$ cat src/rtl/shift_reg_ctrl_if.sv
// rtl/shift_reg_ctrl_if.sv - start/data/serial/status bundle between a parallel client and the shift controller
interface shift_reg_ctrl_if #(
    parameter int WIDTH = 4
);
    logic             start;
    logic [WIDTH-1:0] din;
    logic             si;
    logic             hold;
    logic             abort;
    logic             so;
    logic [WIDTH-1:0] sr;
    logic [WIDTH-1:0] rx_data;
    logic             busy;
    logic             done;
    logic             shift_en;

    modport master (
        output start, din, si, hold, abort,
        input  so, sr, rx_data, busy, done, shift_en
    );

    modport slave (
        input  start, din, si, hold, abort,
        output so, sr, rx_data, busy, done, shift_en
    );
endinterface

$ cat src/rtl/shift_reg_ctrl.sv
// rtl/shift_reg_ctrl.sv - serial shift-register sequencer: load, shift out/in, done strobe, hold and abort
// Optional SHREG_CTRL_LSB_FIRST_EN selects right shifts with so taken from sr[0].
module shift_reg_ctrl #(
    parameter int WIDTH = 4
) (
    input  logic           clk,
    input  logic           rst,
    shift_reg_ctrl_if.slave bus
);
    localparam int CNT_W = $clog2(WIDTH);

    typedef enum logic [1:0] {
        IDLE,
        SHIFT,
        DONE
    } state_t;

    state_t           state;
    state_t           state_nx;
    logic [WIDTH-1:0] sr_q;
    logic [WIDTH-1:0] sr_nx;
    logic [WIDTH-1:0] rx_q;
    logic [WIDTH-1:0] rx_nx;
    logic [WIDTH-1:0] shifted;
    logic [CNT_W-1:0] cnt;
    logic [CNT_W-1:0] cnt_nx;

`ifdef SHREG_CTRL_LSB_FIRST_EN
    assign shifted = {bus.si, sr_q[WIDTH-1:1]};
    assign bus.so  = sr_q[0];
`else
    assign shifted = {sr_q[WIDTH-2:0], bus.si};
    assign bus.so  = sr_q[WIDTH-1];
`endif

    always_ff @(posedge clk) begin
        if (rst) begin
            state <= IDLE;
            sr_q  <= '0;
            cnt   <= '0;
            rx_q  <= '0;
        end else begin
            state <= state_nx;
            sr_q  <= sr_nx;
            cnt   <= cnt_nx;
            rx_q  <= rx_nx;
        end
    end

    always_comb begin
        state_nx = state;
        sr_nx    = sr_q;
        cnt_nx   = cnt;
        rx_nx    = rx_q;
        case (state)
            // DONE accepts a new start directly so back-to-back words have no idle gap
            IDLE, DONE: begin
                if (bus.start && !bus.abort) begin
                    sr_nx    = bus.din;
                    cnt_nx   = '0;
                    state_nx = SHIFT;
                end else begin
                    state_nx = IDLE;
                end
            end
            SHIFT: begin
                if (bus.abort) begin
                    sr_nx    = '0;
                    cnt_nx   = '0;
                    state_nx = IDLE;
                end else if (!bus.hold) begin
                    sr_nx = shifted;
                    if (cnt == CNT_W'(WIDTH - 1)) begin
                        rx_nx    = shifted;
                        cnt_nx   = '0;
                        state_nx = DONE;
                    end else begin
                        cnt_nx = cnt + CNT_W'(1);
                    end
                end
            end
            default: begin
                state_nx = IDLE;
            end
        endcase
    end

    assign bus.busy     = (state == SHIFT);
    assign bus.done     = (state == DONE);
    assign bus.shift_en = (state == SHIFT) && !bus.hold && !bus.abort;
    assign bus.sr       = sr_q;
    assign bus.rx_data  = rx_q;
endmodule

$ cat src/flat_wrapper.sv
// flat-port wrapper written by rule: the top's interface ports become plain ports
module shift_reg_ctrl_flat 
#(
    parameter int WIDTH = 4
)
  (clk, rst, bus_start, bus_din, bus_si, bus_hold, bus_abort, bus_so, bus_sr, bus_rx_data, bus_busy, bus_done, bus_shift_en);
  shift_reg_ctrl_if #(.WIDTH(WIDTH)) bus_i ();
  input  logic clk;
  input  logic rst;
  input wire logic [$bits(bus_i.start)-1:0] bus_start;
  input wire logic [$bits(bus_i.din)-1:0] bus_din;
  input wire logic [$bits(bus_i.si)-1:0] bus_si;
  input wire logic [$bits(bus_i.hold)-1:0] bus_hold;
  input wire logic [$bits(bus_i.abort)-1:0] bus_abort;
  output wire logic [$bits(bus_i.so)-1:0] bus_so;
  output wire logic [$bits(bus_i.sr)-1:0] bus_sr;
  output wire logic [$bits(bus_i.rx_data)-1:0] bus_rx_data;
  output wire logic [$bits(bus_i.busy)-1:0] bus_busy;
  output wire logic [$bits(bus_i.done)-1:0] bus_done;
  output wire logic [$bits(bus_i.shift_en)-1:0] bus_shift_en;
  assign bus_i.start = bus_start;
  assign bus_i.din = bus_din;
  assign bus_i.si = bus_si;
  assign bus_i.hold = bus_hold;
  assign bus_i.abort = bus_abort;
  assign bus_so = bus_i.so;
  assign bus_sr = bus_i.sr;
  assign bus_rx_data = bus_i.rx_data;
  assign bus_busy = bus_i.busy;
  assign bus_done = bus_i.done;
  assign bus_shift_en = bus_i.shift_en;
  shift_reg_ctrl #(.WIDTH(WIDTH)) u_core (.clk(clk), .rst(rst), .bus(bus_i));
endmodule
$ cat config.mk
export PLATFORM = sky130hd
export DESIGN_NAME = shift_reg_ctrl_flat
export DESIGN_NICKNAME = d
export VERILOG_FILES = /design/src/rtl/shift_reg_ctrl_if.sv /design/src/rtl/shift_reg_ctrl.sv /design/src/flat_wrapper.sv
export SDC_FILE = /design/constraint.sdc
export NUM_CORES = 1
export LEC_CHECK = 0
export ABC_CLOCK_PERIOD_IN_PS = 1600
export CAP_MARGIN = 20
export CORE_MARGIN = 4
export CORE_UTILIZATION = 40
export DETAILED_ROUTE_END_ITERATION = 8
export HOLD_SLACK_MARGIN = 0.15
export PLACE_DENSITY = 0.79
export RECOVER_POWER = 50
export SLEW_MARGIN = 20
export SYNTH_ARGS = -nofsm -noshare
export SYNTH_HDL_FRONTEND = slang
export SYNTH_SLANG_ARGS = --single-unit
$ cat constraint.sdc
create_clock -name clk -period 1.6 [get_ports clk]
set_input_delay 0.16 -clock clk [delete_from_list [all_inputs] [get_ports clk]]
set_output_delay 0.16 -clock clk [all_outputs]
set_load 0.01 [all_outputs]
# Word level (Yosys, flattened, before mapping)
# Cells that the tools add are included.
# word_totals
ff_bits	12
in_bits	10
wordCells	38
# op_classes
n_addsub	1
n_eq_ne	6
muxes	14
n_bitwise	2
n_reduce_logical	11
# ops
operator	count
2-bit two-way mux	7
4-bit two-way mux	3
2-bit case mux with 2 select lines	2
4-bit case mux with 2 select lines	1
2-bit equality test, second input constant	2
4-bit AND reduction	1
1-bit logical AND	3
3-bit by 2-bit != test with 1-bit output, second input constant	1
3-bit != test, second input constant	1
3-bit AND reduction	1
2-bit by 1-bit adder with 2-bit output, second input constant	1
2-bit by 1-bit equality test with 1-bit output, second input constant	1
1-bit zero test	2
2-bit zero test	1
2-bit by 1-bit != test with 1-bit output, second input constant	1
1-bit NOT	2
2-bit AND reduction	1
2-bit nonzero test	1
2-bit OR reduction	1
1-bit two-way mux	1

# Logic depth before layout (Yosys ltp)
# depth
depth_word	5
ltp_mapped	5
mapped_depth_nobuf	4

# Worst setup path before layout
# OpenSTA, ideal clock, no wires.
# synth_timing
path_kind	reg-to-reg
from	reg u_core.state[0]
to	reg u_core.sr_q[0] (netlist: u_core.bus.sr[0])
setup_ns	0.140
arrival_time_ns	1.170
required_ns	1.460
path_slack_ns	0.290
stages_incl_launch_ff	5
path_buffers	1
period_less_slack_ns	1.310
path_cell_list	dfxtp_1 buf_4 or3b_2 o21ai_0 a211oi_1
# synth_between
elab_chain_len	4
word_cells_on_any_way	9
# synth_lines
item	line	text
start, declared	shift_reg_ctrl.sv:18	state_t state;
start signal, assigned	shift_reg_ctrl.sv:43	state <= state_nx;
2-bit equality test or 2-bit zero test (tied branches)	shift_reg_ctrl.sv:55	case (state)
2-bit OR reduction	shift_reg_ctrl.sv:55	
2-bit by 1-bit != test with 1-bit output (no source line) or 2-bit nonzero test (tied branches)	--	
3-bit AND reduction (no source line)	--	
end signal, assigned	shift_reg_ctrl.sv:44	sr_q <= sr_nx;
end, declared	shift_reg_ctrl.sv:20	logic [WIDTH-1:0] sr_q;
# Parallel ways exist; a longest one is shown, timed or not.
# A chain may end at the register's enable or synchronous reset.

# Worst setup path after layout
# Ends and elaborated chain as after synthesis.

==> out/qor.yml <==
outcome: "finished clean"
root_buffer: "clkbuf_4"
via_per_inst: 5.708
pwr-share-seq_pct: 50.7
hold_depth: 2
crit_fanout: 10
timing.rr.end: "u_core.bus.sr[0]$_SDFFE_PP0P_"
multiInputGateArea_um2: 322.8
wl_per_cell_um: 13.87
max_freq_ghz: 0.6560
dieArea_um2: 2178
clk_latency_ns: 0.27
numClockSinks: 12
worst_pin_slew_ns: 0.4936
holdPathEnd: "u_core.bus.rx_data[1]$_SDFFE_PP0P_"
switching_share_pct: 25.46
synth-edff-count: 0
p_leak_nw: 0.3630
regToRegSetupSlack_ns: 0.08
rsz0062_at_grt: "false"
fin_skew_ns: 0.001148
drt_first_pass_iters: 4
io_buffers: 21
period_share_pct: 95.27
drc_errors: 0
grt_max_degree: 13
grt_util_met2_pct: 26.65
synthCells: 67
yosysTopAreaCell: "dfxtp_1"
slew_violations: 0
hold_viol: 0
power.density_nw_per_um2: 697.4
dieHeight_um: 46.67
final_util_pct: 66.91
crit_required_ns: 1.73
ys_seq_area_share_pct: 40.17
totalPowerFinal_mw: 0.6300
synth-main-ff-cell: "dfxtp_1"
setup_viol: 0
die_width_um: 46.67
totalWireLength_um: 1567
drive_gt1_share_pct: 22.45
synth_area_leaders: "dfxtp_1, a211oi_1, a21oi_1"
clk_pin_slew_worst_paths_ns: 0.07
p_sw_mw: 0.1604
r2r-start: "u_core.state[0]$_SDFFE_PP0P_"
yosys-top-cells-count: "dfxtp_1, a21oi_1, a211oi_1"
critPathLaunchType: "flip-flop"
ys_ff_latch: 12
nFillCells: 122
yosysWarnings: 0
hpwl_um: 1198
area_growth_syn_to_layout_pct: 51.05
hp-class: "flip-flop to flip-flop"
syn_area_um2: 598.1
ys_types: 22
cts.htree.levels: 1
grt_usage_pct: 15.27
antenna_found_initial: 0
crit_path_end_kind: "flip-flop"
holdWs_ns: 0.4749
gp_congestion: 0.7418
grt_use_met3_pct: 2.734
grt_pass1_vias: 572
async_reset_ff_share_pct: 0
cts_setup_buffers: 0
yosysTopAreaCellShare_pct: 40.17
rows: 13
io_pins: 22
syn_nets: 78
vias: 645
ir_worst_vdd_uv: 557.0
seqCellArea_um2: 240.2
rr_worst_depth: 4
p_clk_share_pct: 29.5
grt_util_met1_pct: 17.29
holdBufCountCts: 0
grt-ovfl-total: 0
combPwrFrac_pct: 19.8
start_util_pct: 44.30
core_um2: 1350
grt_pass1_wl_um: 2332
cap_violations: 0
fin_crit_ns: 1.524
cts_buffers: 3
ant_nets: 0
yosysMostFrequentCell: "dfxtp_1"
p_int_mw: 0.4696
min_from: "u_core.bus.rx_data[1]$_SDFFE_PP0P_"
cts_tree: "built"
num_antenna_cells: 0
crit_type: "flip-flop to flip-flop"
nets: 111
top_usage_layer: "met2"
crit_arrival_ns: 1.65
syn_area_per_cell_um2: 8.926
max_slew_margin_pct: 66.75
clockBufferDepth: 2
drtIter0Drc: 19
[stage by stage]
step                      setup TNS, ns  cell area [µm²]  cells  setup WS, ns
after floorplan                       0            598.1     67        0.2899
after global placement          -0.7526            887.1    110       -0.3065
after detailed placement         -1.084            887.1    110       -0.3117
after CTS                      -0.01763            913.4    113      -0.01763
after global routing                  0            903.4    113       0.02718
final                                 0            903.4    113       0.07572
[worst max path at each step]
stage | start | end | slack [ns] | cells past startpoint
5_1_grt | u_core.state[0]$_SDFFE_PP0P_ | u_core.bus.sr[0]$_SDFFE_PP0P_ | 0.03 | 4
2_1_floorplan | u_core.state[0]$_SDFFE_PP0P_ | u_core.bus.sr[0]$_SDFFE_PP0P_ | 0.29 | 4
3_5_place_dp | bus_abort | bus_shift_en | -0.31 | 4
4_1_cts | u_core.state[1]$_SDFFE_PP0P_ | bus_shift_en | -0.02 | 3
3_3_place_gp | bus_abort | bus_shift_en | -0.31 | 4
6_report | u_core.state[0]$_SDFFE_PP0P_ | u_core.bus.sr[0]$_SDFFE_PP0P_ | 0.08 | 4
[per-layer routing]
metal  routed length, µm  up-vias
met1                 680      309
met2                 776       15
met4                  21        0
met5                   0        -
li1                    -      317
met3                  89        4
[cell type report]
cell class	count	area share, %
clock buffers	3	2.493
inverters	4	1.801
well taps	15	2.078
repair buffers	32	31.30
multi-input cells	47	35.73
flip-flops and latches	12	26.59
[flip-flops by register name, summed over array words and instances, names as in the netlist]
name,cells
u_core.bus.rx_data,4
u_core.cnt,2
u_core.bus.sr,4
u_core.state,2
[critical path, stage by stage, from the launching register on]
cell	delay [ns]
dfxtp_1	0.33
buf_4	0.15
or2b_4	0.30
o21ai_0	0.43
a211oi_1	0.17
[layout by cell type, fill, tap and decap left out, types with 2 or more instances in the layout]
master | Yosys | final
inv_1 | 3 | 3
o211ai_1 | 3 | 3
nor4bb_1 | 2 | 2
and4bb_2 | 2 | 2
nand2b_1 | 3 | 3
clkbuf_4 | 0 | 3
o21ai_0 | 5 | 5
nand3_1 | 4 | 4
a211oi_1 | 9 | 9
dfxtp_1 | 12 | 12
dlygate4sd3_1 | 0 | 7
buf_4 | 2 | 11
a21oi_1 | 10 | 10
clkdlybuf4s50_1 | 0 | 11
[power by group through the flow]
stage	Sequential (mW)	Combinational (mW)	Clock [mW]
2_1_floorplan	0.328	0.0500	0
3_3_place_gp	0.327	0.124	0
3_5_place_dp	0.327	0.127	0
4_1_cts	0.320	0.128	0.190
5_1_grt	0.321	0.133	0.198
6_report	0.319	0.125	0.186
[cells by family (layout without fill, tap and decap cells)]
kind of cell | Yosys count | count (layout) | share of synthesized area [%]
compound gates | 27 | 27 | 27.61
fa+ha+maj | 1 | 1 | 2.092
buf+inv | 8 | 39 | 6.484
flops | 12 | 12 | 40.17
simple gates | 19 | 19 | 23.64
[repair_timing]
item,CTS,global route
pin swaps,0,1
gates resized for setup,5,4
endpoints found under the setup margin,2,3
Note: power is estimated with default switching activity, not from simulation.
==> RTL change 1 (same flow settings) <==
`WIDTH` is set to 4 in 3 places; all go to 8.
--- a/src/rtl/shift_reg_ctrl_if.sv
+++ b/src/rtl/shift_reg_ctrl_if.sv
@@ -1,6 +1,6 @@
 // rtl/shift_reg_ctrl_if.sv - start/data/serial/status bundle between a parallel client and the shift controller
 interface shift_reg_ctrl_if #(
-    parameter int WIDTH = 4
+    parameter int WIDTH = 8
 );
     logic             start;
     logic [WIDTH-1:0] din;
--- a/src/rtl/shift_reg_ctrl.sv
+++ b/src/rtl/shift_reg_ctrl.sv
@@ -1,7 +1,7 @@
 // rtl/shift_reg_ctrl.sv - serial shift-register sequencer: load, shift out/in, done strobe, hold and abort
 // Optional SHREG_CTRL_LSB_FIRST_EN selects right shifts with so taken from sr[0].
 module shift_reg_ctrl #(
-    parameter int WIDTH = 4
+    parameter int WIDTH = 8
 ) (
     input  logic           clk,
     input  logic           rst,
--- a/src/flat_wrapper.sv
+++ b/src/flat_wrapper.sv
@@ -1,7 +1,7 @@
 // flat-port wrapper written by rule: the top's interface ports become plain ports
 module shift_reg_ctrl_flat 
 #(
-    parameter int WIDTH = 4
+    parameter int WIDTH = 8
 )
   (clk, rst, bus_start, bus_din, bus_si, bus_hold, bus_abort, bus_so, bus_sr, bus_rx_data, bus_busy, bus_done, bus_shift_en);
   shift_reg_ctrl_if #(.WIDTH(WIDTH)) bus_i ();
Interface: changed (resized bus_din, bus_rx_data and bus_sr); port bits go from 22 to 34. No check against the original RTL was run, so the function may have changed too.
==> RTL change 1 against the unedited design <==
  * Highest routed layer unchanged
  * Sequential cell count increased by 9
  * Critical endpoint is now bus_shift_en
  * Cell count increased by 69%
  * Synthesized cell count increased by 78%
  * Worst setup slack got worse by 0.023 ns
  * Non-clock buffer count increased by 19
  * Wire length increased by 89%
  * Power increased by 64%
  * Synthesized area increased by 74%
  * Cell area increased by 71%
==> RTL change 1: results (changes against the unedited design) <==
Status
  • Status: complete, no violations (unchanged)

Global route
  • Largest net degree at the start of global routing: 22 (was 13)
  • Number of global-route vias before repair: 1,106 (was 572)
  • GRT Overall Usage: 17.9% (was 15.3%)

Power
  • Leakage: 0.584 nW (was 0.363 nW)

Placed design
  • Post-DP HPWL: 2.14 mm (was 1.20 mm)
  • Pre-CTS setup slack: -0.201 ns (was -0.312 ns)
  • Placer's final routability congestion estimate: 0.870 (was 0.742)
  • Placed cell count: 186 (was 110)

Setup path
  • Critical Path AT: 1.39 ns (was 1.65 ns)

Drt
  • Met3 wire len: 202 um (was 89 um)
  • Metal2 WL: 1.49 mm (was 776 um)
  • 1st-iter DRT viols: 37 (was 19)
  • WL/cell: 15.5 um (was 13.9 um)
  • Routed vias/inst: 5.85 (was 5.71)

Synth
  • Synth top area cells: dfxtp_1 (40%), a211oi_1 (12%), a21oi_1 (9.6%) (was dfxtp_1 (40%), a211oi_1 (11%), a21oi_1 (8.4%))
  • Synthesized area per cell: 8.77 um2 (was 8.93 um2)
  • Post-synth top cells: dfxtp_1 (21), a21oi_1 (20), a211oi_1 (16) (was dfxtp_1 (12), a21oi_1 (10), a211oi_1 (9))
  • Register area share after synthesis: 40.3% (was 40.2%)
  • Mapped Nets: 135 (was 78)

CTS
  • Clock Latency Late Sink: 0.30 ns (was 0.27 ns)
  • Clock-pin slew on the worst setup and hold paths: 0.11 ns (was 0.07 ns)

Worst hold path
  • Hold/Removal Path Class: in -> reg (was reg -> reg)
  • Hold path depth: 3 (was 2)

Cells and area
  • Layout cells sized above 1: 18.0% (was 22.4%)
  • Fin cells: 191 (was 113)

STA
  • Fin Clk Skew: 0.000521 ns (was 0.00115 ns)
RTL change 1: changes by cell type after synthesis, moves of 3 or more:
cell      before  now
a21oi_1       10   20
dfxtp_1       12   21
a211oi_1       9   16
clkbuf_1       2    9
nor4bb_1       2    8
nand3_1        4    8
nor2b_1        0    4
inv_1          3    0
RTL change 1: final timing paths:
kind	from	endpoint	slack [ns]
max	u_core.state[1]	bus_shift_en	0.05
min	bus_si	u_core.bus.rx_data[0]	0.46
max reg2reg	u_core.cnt[0]	u_core.cnt[1]	0.11
min reg2reg	u_core.bus.rx_data[2]	u_core.bus.rx_data[2]	0.48
RTL change 1: layout make-up:
class                   instances  area, um2
clock buffers                   3       22.5
well taps                      30       37.5
repair buffers                 51        462
multi-input cells              84        587
clock inverters                 1       5.00
fillers                       216        932
inverters                       1       3.75
flip-flops and latches         21        428
RTL change 1: worst max-delay path: stages (launching register included):
cell and delay (ns):
dfxtp_4 0.39, nor4b_4 0.28, buf_4 0.15, dlygate4sd2_1 0.26
RTL change 1: power breakdown:
part           leakage [nW]  total (mW)  switching (mW)  internal [mW]
logic                 0.394       0.216          0.0975          0.119
clock network        0.0177       0.253           0.159         0.0932
registers             0.172       0.563          0.0226          0.540
total                 0.584        1.03           0.279          0.752
RTL change 1: cells by family (layout without fill, tap and decap cells):
family,Yosys count,in the layout,share of synthesized area (%)
buffers and inverters,14,56,5.52
AOI/OAI and AO/OA,49,49,28.7
adders and majority gates,2,2,2.40
and+or+nand+nor,33,33,23.1
DFF,21,21,40.3
RTL change 1: routing by layer:
metal  track usage, %  up-vias
li1                 -      536
met1             21.7      529
met2             30.1       46
met3             3.27        7
met4             8.74        0
met5                0        -
RTL change 1: timing repair:
action | CTS | global route
gates cloned | 0 | 0
setup buffers | 0 | 1
setup endpoints to repair | 11 | 8
resized for setup | 10 | 2
==> RTL change 2 (same flow settings) <==
Made on the original files. Take the reset off `sr_q` and `rx_q` and load them in a clocked block of their own.
--- a/src/rtl/shift_reg_ctrl.sv
+++ b/src/rtl/shift_reg_ctrl.sv
@@ -36,15 +36,16 @@
     always_ff @(posedge clk) begin
         if (rst) begin
             state <= IDLE;
-            sr_q  <= '0;
             cnt   <= '0;
-            rx_q  <= '0;
         end else begin
             state <= state_nx;
-            sr_q  <= sr_nx;
             cnt   <= cnt_nx;
-            rx_q  <= rx_nx;
         end
+    end
+
+    always_ff @(posedge clk) begin
+        sr_q <= sr_nx;
+        rx_q <= rx_nx;
     end
 
     always_comb begin
Check against the original RTL: not equivalent (Yosys sat finds a counterexample within 4 cycles, from zero or initial values and one cycle with rst high).
==> RTL change 2 against the unedited design <==
  * Synthesized area is 2.7% lower
  * Power is 0.52% lower
  * Worst setup slack better by 0.079 ns
  * Sequential share of layout area is 13 points higher
  * Critical path depth is 1 lower
  * Global-route usage is 2.8 points lower
  * Cell area is 10% lower
  * Non-clock buffer count is 8 lower
  * Sequential cell count stayed put
  * Core utilization is 6.0 points lower
  * Count of clock-buffer cells in the layout is 1 higher
  * Wire length is 30% lower
  * Register-to-register slack better by 0.22 ns
  * Critical path type is now reg -> out
  * Critical endpoint is now bus_done
==> RTL change 2: results (changes against the unedited design) <==
Global route
  • Initial antenna violation count: 0 (unchanged)
  • Largest net degree at the start of global routing: 9 (was 13)
  • M3 GR Usage: 3.52% (was 2.73%)
  • Grt met1 use: 13.9% (was 17.3%)
  • First-pass GRT wire length: 1.86 mm (was 2.33 mm)
  • Number of global-route vias before repair: 413 (was 572)
  • GRT met2 Usage: 22.0% (was 26.6%)
  • GRT Overall Usage: 12.5% (was 15.3%)

CTS
  • Clock-pin slew on the worst setup and hold paths: 0.07 ns (about the same)
  • Clock Path Buffers: 2 (unchanged)
  • Post-CTS sizing: 2 (was 5)
  • CTS Root Cell: clkbuf_4 (unchanged)

Synth
  • EDFF count, synth: 8 (was 0)
  • Gate Count Post-Synth: 48 (was 67)
  • Cell variety after synth: 20 (was 22)
  • Synth Flop Type: edfxtp_1 (was dfxtp_1)
  • Post-synth top cells: edfxtp_1 (8), nand2b_1 (7), dfxtp_1 (4), nand2_1 (4), o21ai_0 (4) (was dfxtp_1 (12), a21oi_1 (10), a211oi_1 (9))
  • Synth warn: 0 (unchanged)
  • Register area share after synthesis: 55.1% (was 40.2%)
  • Mapped Nets: 59 (was 78)
  • Synth top area cells: edfxtp_1 (41%), dfxtp_1 (14%), nand2b_1 (7.5%) (was dfxtp_1 (40%), a211oi_1 (11%), a21oi_1 (8.4%))

Drt
  • 1st-iter DRT viols: 4 (was 19)
  • WL/cell: 12.5 um (was 13.9 um)
  • Routed vias/inst: 4.88 (was 5.71)

Placed design
  • Placer's final routability congestion estimate: 0.764 (was 0.742)
  • DP Area: 803 um2 (was 887 um2)
  • Pre-CTS setup slack: 0.0565 ns (was -0.312 ns)
  • Buffers added on ports: 21 (unchanged)
  • Placed cell count: 84 (was 110)
  • Post-DP HPWL: 882 um (was 1.20 mm)

Power
  • Logic pwr share: 14.2% (was 19.8%)
  • Clk pwr share: 30.2% (was 29.5%)
  • Peak VDD IR: 0.395 mV (was 0.557 mV)
  • Total power: 0.627 mW (was 0.630 mW)
  • Sw Pwr: 0.137 mW (was 0.160 mW)
  • Leakage: 0.311 nW (was 0.363 nW)

Setup path
  • Cell family with most CP delay: buffers and inverters (was compound AO/OA/AOI/OAI gates)
  • Critical Path AT: 1.29 ns (was 1.65 ns)
  • R2R depth: 3 (was 4)
  • CP max stage cell: clkdlybuf4s50_1 (was o21ai_0)
  • Crit. Startpoint: u_core.state[1] (was u_core.state[0])
  • Crit Path Max Fanout: 2 (was 10)
  • Critical Path Max Stage Delay: 0.54 ns (was 0.43 ns)
  • Worst R2R Start: u_core.state[0] (unchanged)

Cells and area
  • Number of fill cells: 117 (was 122)
  • Fin cells: 88 (was 113)
  • Layout cells sized above 1: 12.3% (was 22.4%)
  • NumNets Final: 85 (was 111)

Worst hold path
  • Hold Crit Start: u_core.cnt[1] (was u_core.bus.rx_data[1])
  • Hold path depth: 2 (unchanged)

STA
  • Tightest Pin Transition: 0.264 ns (was 0.494 ns)
  • Fin Clk Skew: 0.00411 ns (was 0.00115 ns)

Status
  • Status: complete, no violations (unchanged)
## RTL change 2: cell types whose count changed in the layout (fill, tap and decap cells not counted), sizes merged, moves of 3 or more
| cell | unedited run | this run |
|---|---|---|
| nand2 | 1 | 4 |
| a21oi | 10 | 0 |
| dfxtp | 12 | 4 |
| a211oi | 9 | 0 |
| o211ai | 3 | 0 |
| edfxtp | 0 | 8 |
| clkdlybuf4s50 | 11 | 18 |
| nand2b | 3 | 9 |
| nand3 | 4 | 0 |
| dlygate4sd3 | 7 | 1 |
| buf | 12 | 2 |
## RTL change 2: kinds of logic (layout without fill, tap and decap cells)
| kind of cell | count (synthesis) | after routing | share of synthesized area, % |
|---|---|---|---|
| compound gates | 8 | 8 | 10.5 |
| fa+ha+maj | 1 | 1 | 2.15 |
| buf+inv | 6 | 31 | 7.10 |
| flops | 12 | 12 | 55.1 |
| simple gates | 21 | 21 | 25.2 |
## RTL change 2: path summary, 6_finish.rpt
check	endpoint	slack, ns
setup / recovery	bus_done	0.15
hold / removal	u_core.cnt[1]	0.49
setup reg to reg	u_core.bus.rx_data[2]	0.30
hold reg to reg	u_core.cnt[1]	0.49
## RTL change 2: metal layers
metal,up-vias,part of all wire (%)
li1,220,-
met1,194,43
met2,15,50
met3,0,7.2
met4,0,0
met5,-,0
## RTL change 2: area by class of cell
| type | count | area, um2 | area share (%) |
|---|---|---|---|
| sequential | 12 | 320 | 39.4 |
| timing repair buffer | 24 | 226 | 27.9 |
| multi-input combinational | 30 | 209 | 25.7 |
| tap | 15 | 18.8 | 2.31 |
| clock buffer | 4 | 26.3 | 3.24 |
| inverter | 3 | 11.3 | 1.39 |
## RTL change 2: worst reg2reg max path: stages, from the launching register on
cell and delay, ns:
dfxtp_1 0.38, nand2b_1 0.19, nor3_2 0.16, and2_1 0.27
